--- config.mk ---
export PLATFORM = sky130hd
export DESIGN_NAME = et2_adder_locked_pipe
export DESIGN_NICKNAME = d
export VERILOG_FILES = /design/src/rtl/et_lock_pkg.sv /design/src/rtl/et2_segment.sv /design/src/rtl/et2_adder_locked_pipe.sv
export SDC_FILE = /design/constraint.sdc
export NUM_CORES = 1
export LEC_CHECK = 0
export ABC_AREA = 1
export CORE_MARGIN = 5
export CORE_UTILIZATION = 57
export DETAILED_ROUTE_END_ITERATION = 10
export PLACE_DENSITY = 0.86
export SYNTH_ARGS = -nofsm -noshare
export SYNTH_HDL_FRONTEND = slang
export SYNTH_SLANG_ARGS = --single-unit
export TNS_END_PERCENT = 30
--- constraint.sdc ---
create_clock -name clk -period 2.7 [get_ports clk]
set_input_delay 0.405 -clock clk [delete_from_list [all_inputs] [get_ports clk]]
set_output_delay 0.405 -clock clk [all_outputs]
set_load 0.005 [all_outputs]
--- src/rtl/et_lock_pkg.sv ---
// Shared types and constants for the locked ETA-II adder.
// Key FSM states, default key polarity, segment count helper.
package et_lock_pkg;

  typedef enum logic [1:0] {
    EMPTY,
    SHIFTING,
    ARMED
  } key_state_t;

  localparam logic [7:0] KPOL_DEF = 8'hA5;

  function automatic int nseg(input int w, input int seg);
    return w / seg;
  endfunction

endpackage

--- src/rtl/et2_segment.sv ---
// One ETA-II segment: local add with predicted carry-in.
// Sum is inverted by the key mask bit km.
module et2_segment #(
  parameter int SEG = 4
) (
  input  logic [SEG-1:0] a,
  input  logic [SEG-1:0] b,
  input  logic           cin,
  input  logic           km,
  output logic [SEG-1:0] sum,
  output logic           g,
  output logic           co
);

  logic [SEG:0] gen_sum;
  logic [SEG:0] full_sum;

  assign gen_sum  = {1'b0, a} + {1'b0, b};
  assign full_sum = gen_sum + {{SEG{1'b0}}, cin};

  assign g   = gen_sum[SEG];
  assign co  = full_sum[SEG];
  assign sum = full_sum[SEG-1:0] ^ {SEG{km}};

endmodule

--- src/rtl/et2_adder_locked_pipe.sv ---
// Pipelined, key-locked ETA-II adder with serial key load.
// Two register stages behind a valid/ready handshake.
module et2_adder_locked_pipe
  import et_lock_pkg::*;
#(
  parameter int W   = 16,
  parameter int SEG = 4,
  parameter logic [2*(W/SEG)-1:0] KPOL =
    (2*(W/SEG))'(KPOL_DEF)
) (
  input  logic         clk,
  input  logic         rst_n,
  input  logic         in_valid,
  output logic         in_ready,
  input  logic [W-1:0] add1_i,
  input  logic [W-1:0] add2_i,
  output logic         out_valid,
  input  logic         out_ready,
  output logic [W:0]   result_o,
  input  logic         key_in,
  input  logic         key_shift,
  input  logic         key_commit,
  output logic         key_armed,
  output logic         key_err
);

  localparam int NSEG  = nseg(W, SEG);
  localparam int KEY_W = 2 * NSEG;
  localparam int CW    = $clog2(KEY_W + 1);
  localparam logic [CW-1:0] FULL = CW'(KEY_W);

  if (W % SEG != 0) begin : g_bad_w
    $error("W must be a multiple of SEG");
  end

  key_state_t       state;
  logic [KEY_W-1:0] shadow;
  logic [KEY_W-1:0] shadow_nx;
  logic [KEY_W-1:0] act_key;
  logic [CW-1:0]    cnt;
  logic [CW-1:0]    cnt_nx;

  logic en;
  logic accept;

  logic [NSEG-1:0] kc;
  logic [NSEG-1:0] km;
  logic [NSEG-1:0] cin;
  logic [NSEG-1:0] g;
  logic [NSEG-1:0] co;
  logic [W-1:0]    sum_c;

  logic         s1_valid;
  logic [W-1:0] s1_sum;
  logic         s1_co;

  logic unused_carries;

  assign key_armed = (state == ARMED);
  assign en        = !out_valid || out_ready;
  assign in_ready  = key_armed && en;
  assign accept    = in_valid && in_ready;

  // Shift is applied before any same-cycle commit looks at the count.
  always_comb begin
    shadow_nx = shadow;
    cnt_nx    = cnt;
    if (key_shift) begin
      shadow_nx = {key_in, shadow[KEY_W-1:1]};
      if (cnt != FULL) cnt_nx = cnt + 1'b1;
    end
  end

  // Key load FSM: shadow shifting, commit check, error pulse.
  always_ff @(posedge clk or negedge rst_n) begin
    if (!rst_n) begin
      state   <= EMPTY;
      shadow  <= '0;
      act_key <= '0;
      cnt     <= '0;
      key_err <= 1'b0;
    end else begin
      key_err <= 1'b0;
      if (key_shift) begin
        state  <= SHIFTING;
        shadow <= shadow_nx;
        cnt    <= cnt_nx;
      end
      if (key_commit) begin
        cnt <= '0;
        if (cnt_nx == FULL) begin
          act_key <= shadow_nx;
          state   <= ARMED;
        end else begin
          key_err <= 1'b1;
          state   <= EMPTY;
        end
      end
    end
  end

  for (genvar s = 0; s < NSEG; s++) begin : g_seg
    assign kc[s] = act_key[2*s]   ^ KPOL[2*s];
    assign km[s] = act_key[2*s+1] ^ KPOL[2*s+1];

    if (s == 0) begin : g_c0
      assign cin[s] = kc[s];
    end else begin : g_cn
      assign cin[s] = g[s-1] ^ kc[s];
    end

    et2_segment #(.SEG(SEG)) u_seg (
      .a   (add1_i[s*SEG +: SEG]),
      .b   (add2_i[s*SEG +: SEG]),
      .cin (cin[s]),
      .km  (km[s]),
      .sum (sum_c[s*SEG +: SEG]),
      .g   (g[s]),
      .co  (co[s])
    );
  end

  assign unused_carries = ^{g[NSEG-1], co};

  // Stage 1: capture gated segment sums and top carry.
  always_ff @(posedge clk or negedge rst_n) begin
    if (!rst_n) begin
      s1_valid <= 1'b0;
      s1_sum   <= '0;
      s1_co    <= 1'b0;
    end else if (en) begin
      s1_valid <= accept;
      if (accept) begin
        s1_sum <= sum_c;
        s1_co  <= co[NSEG-1];
      end
    end
  end

  // Stage 2: output register, frozen while stalled.
  always_ff @(posedge clk or negedge rst_n) begin
    if (!rst_n) begin
      out_valid <= 1'b0;
      result_o  <= '0;
    end else if (en) begin
      out_valid <= s1_valid;
      if (s1_valid) result_o <= {s1_co, s1_sum};
    end
  end

endmodule

### Word-level counts from Yosys, hierarchy flattened

Cells that the tools add are included.

| storage, ports and cells | value |
|---|---|
| register bits after elaboration | 59 |
| word-level logic and storage cells | 51 |

| cells by class | value |
|---|---|
| reduce and logical (&&, ||, !) cells | 8 |
| equality and inequality tests | 3 |
| multiplexer cells | 10 |
| add/sub/neg operators | 9 |
| bitwise logic cells | 11 |

Operators by type and width:

| cell | count |
|---|---|
| adder 4 x 4 -> 5 bit | 4 |
| 2-to-1 mux 4 bit | 4 |
| bitwise XOR 4 bit | 4 |
| adder 4 x 1 -> 4 bit | 3 |
| 2-to-1 mux 8 bit | 1 |
| 2-to-1 mux 2 bit | 3 |
| AND reduction 2 bit | 3 |
| adder 5 x 1 -> 5 bit | 1 |
| adder 4 x 1 -> 4 bit (second input constant) | 1 |
| equality test 4 bit (second input constant) | 1 |
| != test 4 bit (second input constant) | 1 |
| NOT 1 bit | 4 |
| bitwise XOR 1 bit | 3 |
| equality test 2 bit (second input constant) | 1 |
| logical AND 1 bit | 2 |
| 2-to-1 mux 1 bit | 2 |
| nonzero test 2 bit | 1 |
| zero test 1 bit | 1 |
| logical OR 1 bit | 1 |

### Longest topological paths before layout

| depth | value |
|---|---|
| depth in word-level cells | 6 |
| gate-level depth with buffers | 16 |
| mapped depth without buffers | 16 |

### By module

A second synthesis with hierarchy kept.

| unflattened totals | value |
|---|---|
| cell total of the unflattened synthesis | 461 |
| area total of the unflattened synthesis | 3679.8 sq um |

Modules (own cells, without submodules):

| module | area an instance (sq um) | sequential area each (sq um) | times used | cells an instance |
|---|---|---|---|---|
| et2_adder_locked_pipe | 2506.2 | 1476.4 | 1 | 253 |
| et2_segment at g_seg[0].u_seg ... | 294.0 | 0.0 | 3 | 52 |
| et2_segment at g_seg[1].u_seg | 291.5 | 0.0 | 1 | 52 |

### Least setup slack after synthesis

No wires, ideal clock.

| path | value |
|---|---|
| kind | in2reg |
| start point | in add1_i[8] |
| end point | reg s1_sum[13] |
| stages | 13 |
| path slack | 0.152 ns |
| arrival time | 2.466 ns |
| path through | ha_1 -> inv_1 -> fa_1 -> inv_1 -> nand2_1 -> nand2_1 -> a21oi_1 -> xor2_1 -> fa_1 -> inv_1 -> fa_1 -> xor2_1 -> o21ai_0 |

| between the ends | value |
|---|---|
| cells in the longest elaborated chain, start to end | 4 |

RTL lines:

| element | line | source |
|---|---|---|
| start, declared | et2_adder_locked_pipe.sv:15 | `input logic [W-1:0] add1_i,` |
| adder 4 x 4 -> 5 bit | et2_segment.sv:18 | `assign gen_sum = {1'b0, a} + {1'b0, b};` |
| bitwise XOR 1 bit | et2_adder_locked_pipe.sv:109 | `assign cin[s] = g[s-1] ^ kc[s];` |
| adder 5 x 1 -> 5 bit | et2_segment.sv:19 | `assign full_sum = gen_sum + {{SEG{1'b0}}, cin};` |
| bitwise XOR 4 bit | et2_segment.sv:23 | `assign sum = full_sum[SEG-1:0] ^ {SEG{km}};` |
| end signal, assigned | et2_adder_locked_pipe.sv:134 | `s1_sum <= sum_c;` |
| end, declared | et2_adder_locked_pipe.sv:54 | `logic [W-1:0] s1_sum;` |

Every way passes these cells.
A chain may end at the register's enable or synchronous reset.

### Worst setup path in the final report

| path | value |
|---|---|
| start point | in add1_i[8] |
| end point | reg s1_sum[11] |

| between the ends | value |
|---|---|
| cells in the longest elaborated chain, start to end | 3 |

RTL lines:

| element | line |
|---|---|
| adder 4 x 4 -> 5 bit | et2_segment.sv:18 |
| adder 4 x 1 -> 4 bit | et2_segment.sv:19 |
| bitwise XOR 4 bit | et2_segment.sv:23 |

Every way passes these cells.

==> flow_summary_export.csv <==
group,metric,value,unit
detailed_routing,drc,0,
logic_synthesis,synth_top_area_cell,"dfrtp_1",
detailed_routing,num_vias,2757,
global_routing,grt_pass1_vias,2869,
run_status,outcome,"complete, no violations",
critical_path,startpoint_type,"input pin",
floorplanning,floorplan.io_pins,60,
floorplanning,dieArea,7520,sq um
pwr,p_int,2.48,mW
pwr,switchingPower,1.09,mW
global_routing,grt_pass1_wl,12.8,mm
floorplanning,initial_utilization,57.7,%
finish,layout.nets,512,
clock_network,cts_made_buffers,9,
finish,layout.cells.most_common,"nand2_1",
sta,fin_crit_sh,97.0,%
logic_synthesis,ys_ff_latch,59,
critical_path,endpoint_kind,"register",
finish,n_fill_cell,382,
finish,drive_gt1_share,16.7,%
clock_network,cts.sinks,59,
sta,slew_headroom,46.2,%
clock_network,cts_max_level,3,
logic_synthesis,synth_seq_area_share,44.0,%
finish,fin_area,4380,sq um
detailed_routing,drt_iter0_markers,163,
logic_synthesis,syn_area,3350,sq um
placement,dp.final_hpwl,5.14,mm
logic_synthesis,yosysWarnings,0,
finish,areaGrowthSynthToFinish,30.4,%
pwr,power.total,3.57,mW
finish,final_cell_mix,"nand2_1 (102), dfrtp_1 (59), clkdlybuf4s50_1 (54), inv_1 (37), ha_1 (22)",
critical_path,reg2reg_from,"act_key[6]",
placement,post-place-ws,-0.501,ns
critical_path,critPathMaxFanout,2,
floorplanning,core_area,5820,sq um
clock_network,cts_tree,"yes",
finish,final_util,75.2,%
pwr,p_sw_share,30.5,%
critical_path,worst-endpoint-arrival,2.85,ns
sta,finalHoldViolCount,0,
global_routing,grt_max_degree,39,
pwr,ir_drop,0.000507,V
logic_synthesis,synth.net_count,438,
critical_path,cp_data_required_time,2.93,ns
pwr,pwr-share-comb,33.0,%
sta,fin_crit,2.62,ns
placement,gp_congestion,0.838,
clock_network,cts_hold_buf,0,
floorplanning,die_h,86.7,um
clock_network,path_clk_slew,0.07,ns
sta,tightest_slew,0.807,ns
global_routing,grt_overflow,0,
pwr,pwr-share-clk,27.7,%
logic_synthesis,synth_top_area_share,44.0,%
detailed_routing,wl_per_cell,14.9,um
hold_path,hp-class,"input pin to asynchronous set/reset pin",
pwr,seqPwrFrac,39.3,%
critical_path,worst-setup-path-type,"input pin to register",
pwr,leakagePower,2.20,nW
finish,diodes,0,
critical_path,r2r_slack,0.84,ns
floorplanning,rows,28,
clock_network,clockBufferDepth,2,
sta,maxSlewViolCount,0,
critical_path,r2r-end,"s1_sum[13]",
pwr,p_per_area,816,nW/um^2
placement,placed_cell_area,4010,sq um
global_routing,grt_usage,21.7,%
sta,fin_setup_tns,0,ns
clock_network,insertion_delay,0.34,ns
logic_synthesis,syn_avg_cell_area,9.04,sq um
critical_path,path_common_cell,"buf_4",
critical_path,slowest_delay,0.35,ns
logic_synthesis,yosys.cell_types.count,32,
detailed_routing,ant_nets,0,
sta,finalClockSkew,0.00730,ns
sta,setup_violations,0,
detailed_routing,wirelength,7.82,mm
clock_network,cts_root_buf,"clkbuf_8",
detailed_routing,via_per_inst,5.25,
sta,setup_ws,0.0805,ns
placement,portBuffers,59,
global_routing,antenna_found_initial,0,
floorplanning,fp.dieW,86.7,um
critical_path,crit_path_cell_trace,"dlygate4sd2_1 > ha_2 > inv_2 > fa_2 > inv_2 > nand2_1 > buf_4 > buf_4 > buf_4 > buf_4 > buf_4 > buf_4 > buf_4 > buf_4 > buf_4 > nand2_4 > nor2_1 > inv_1 > nand2_1 > nand3_1 > nand2_1",
detailed_routing,drt_first_pass_iters,4,
critical_path,cpMaxStageDelayCell,"fa_2",
logic_synthesis,netlist_instances,371,
sta,timing.fmax,0.382,GHz
critical_path,reg2regPathDepth,6,
logic_synthesis,synth_area_leaders,"dfrtp_1 (44%), nand2_1 (12%), ha_1 (8.6%)",
flow_run,drv_cap,0,
[routing by layer]
metal  GRT usage, %  wire, um  vias up
met5              0         0        -
met4           9.35       210        0
met3           3.80       436       22
met2           38.0      4080       93
met1           26.1      3090     1316
li1               -         -     1326
[critical path, delay by kind of cell]
kind	cells	cell delay [ns]
adders and majority gates	2	0.55
buffers and inverters	13	1.51
and+or+nand+nor	6	0.41
[cells in the mapped netlist (all sizes together)]
master	number
nand2	107
dfrtp	59
inv	43
ha	23
o21ai	22
nand3	18
nor2	18
xnor2	16
mux2	15
buf	12
nand4	12
xor2	8
a21oi	6
fa	5
nand2b	2
a21boi	1
a22oi	1
clkbuf	1
nor3	1
or2	1
[power by group through the flow]
stage | Sequential (mW) | Clock [mW] | Combinational [mW]
floorplan | 1.33 | 0 | 0.693
global placement | 1.39 | 0 | 1.05
detailed placement | 1.41 | 0 | 1.09
CTS | 1.39 | 0.982 | 1.14
global route | 1.45 | 1.03 | 1.31
finish | 1.40 | 0.991 | 1.18
[area by class of cell]
cell class                 instances  area, sq um  area share (%)
clock buffer                      11          141            3.23
clock inverter                     5          100            2.29
inverter                          43          161            3.69
multi-input combinational        256         1690            38.6
sequential                        59         1480            33.7
tap                               75         93.8            2.14
timing repair buffer              76          712            16.3
[cells by family (layout without fill, tap and decap cells)]
| group | count (synthesis) | count (layout) | synth area share [%] |
|---|---|---|---|
| and+or+nand+nor | 159 | 159 | 21.4 |
| AOI/OAI and AO/OA | 30 | 30 | 4.74 |
| muxes | 15 | 15 | 5.04 |
| buffers and inverters | 56 | 135 | 6.98 |
| xor gates and xnor gates | 24 | 24 | 6.27 |
| adders and majority gates | 28 | 28 | 11.6 |
| DFF | 59 | 59 | 44.0 |
[registers in the layout, indices dropped and copies added (netlist names)]
register,flops
s1_valid,1
key_err,1
result_o,17
shadow,8
cnt,4
out_valid,1
s1_sum,16
act_key,8
s1_co,1
state,2
[repair_timing]
item,in CTS,in global routing
cloned,0,0
pin swaps,8,6
gates resized for setup,12,10
setup buffers,10,1
setup endpoints to repair,4,6
[stage by stage]
step / instances / hold WS, ns
detailed placement: 498 / 0.471
CTS: 524 / 0.190
finish: 525 / 0.153
floorplan: 371 / 0.109
global placement: 498 / 0.458
global route: 525 / 0.235
[worst max path at each step]
stage,from,endpoint,slack [ns]
4_1_cts,add2_i[9],s1_sum[14],0.04
3_3_place_gp,add1_i[8],s1_sum[13],-0.41
6_report,add1_i[8],s1_sum[11],0.08
2_1_floorplan,add1_i[8],s1_sum[13],0.15
3_5_place_dp,add1_i[8],s1_sum[13],-0.50
5_1_grt,add2_i[4],s1_sum[9],-0.01
No activity file was read; power rests on OpenSTA's default activity.
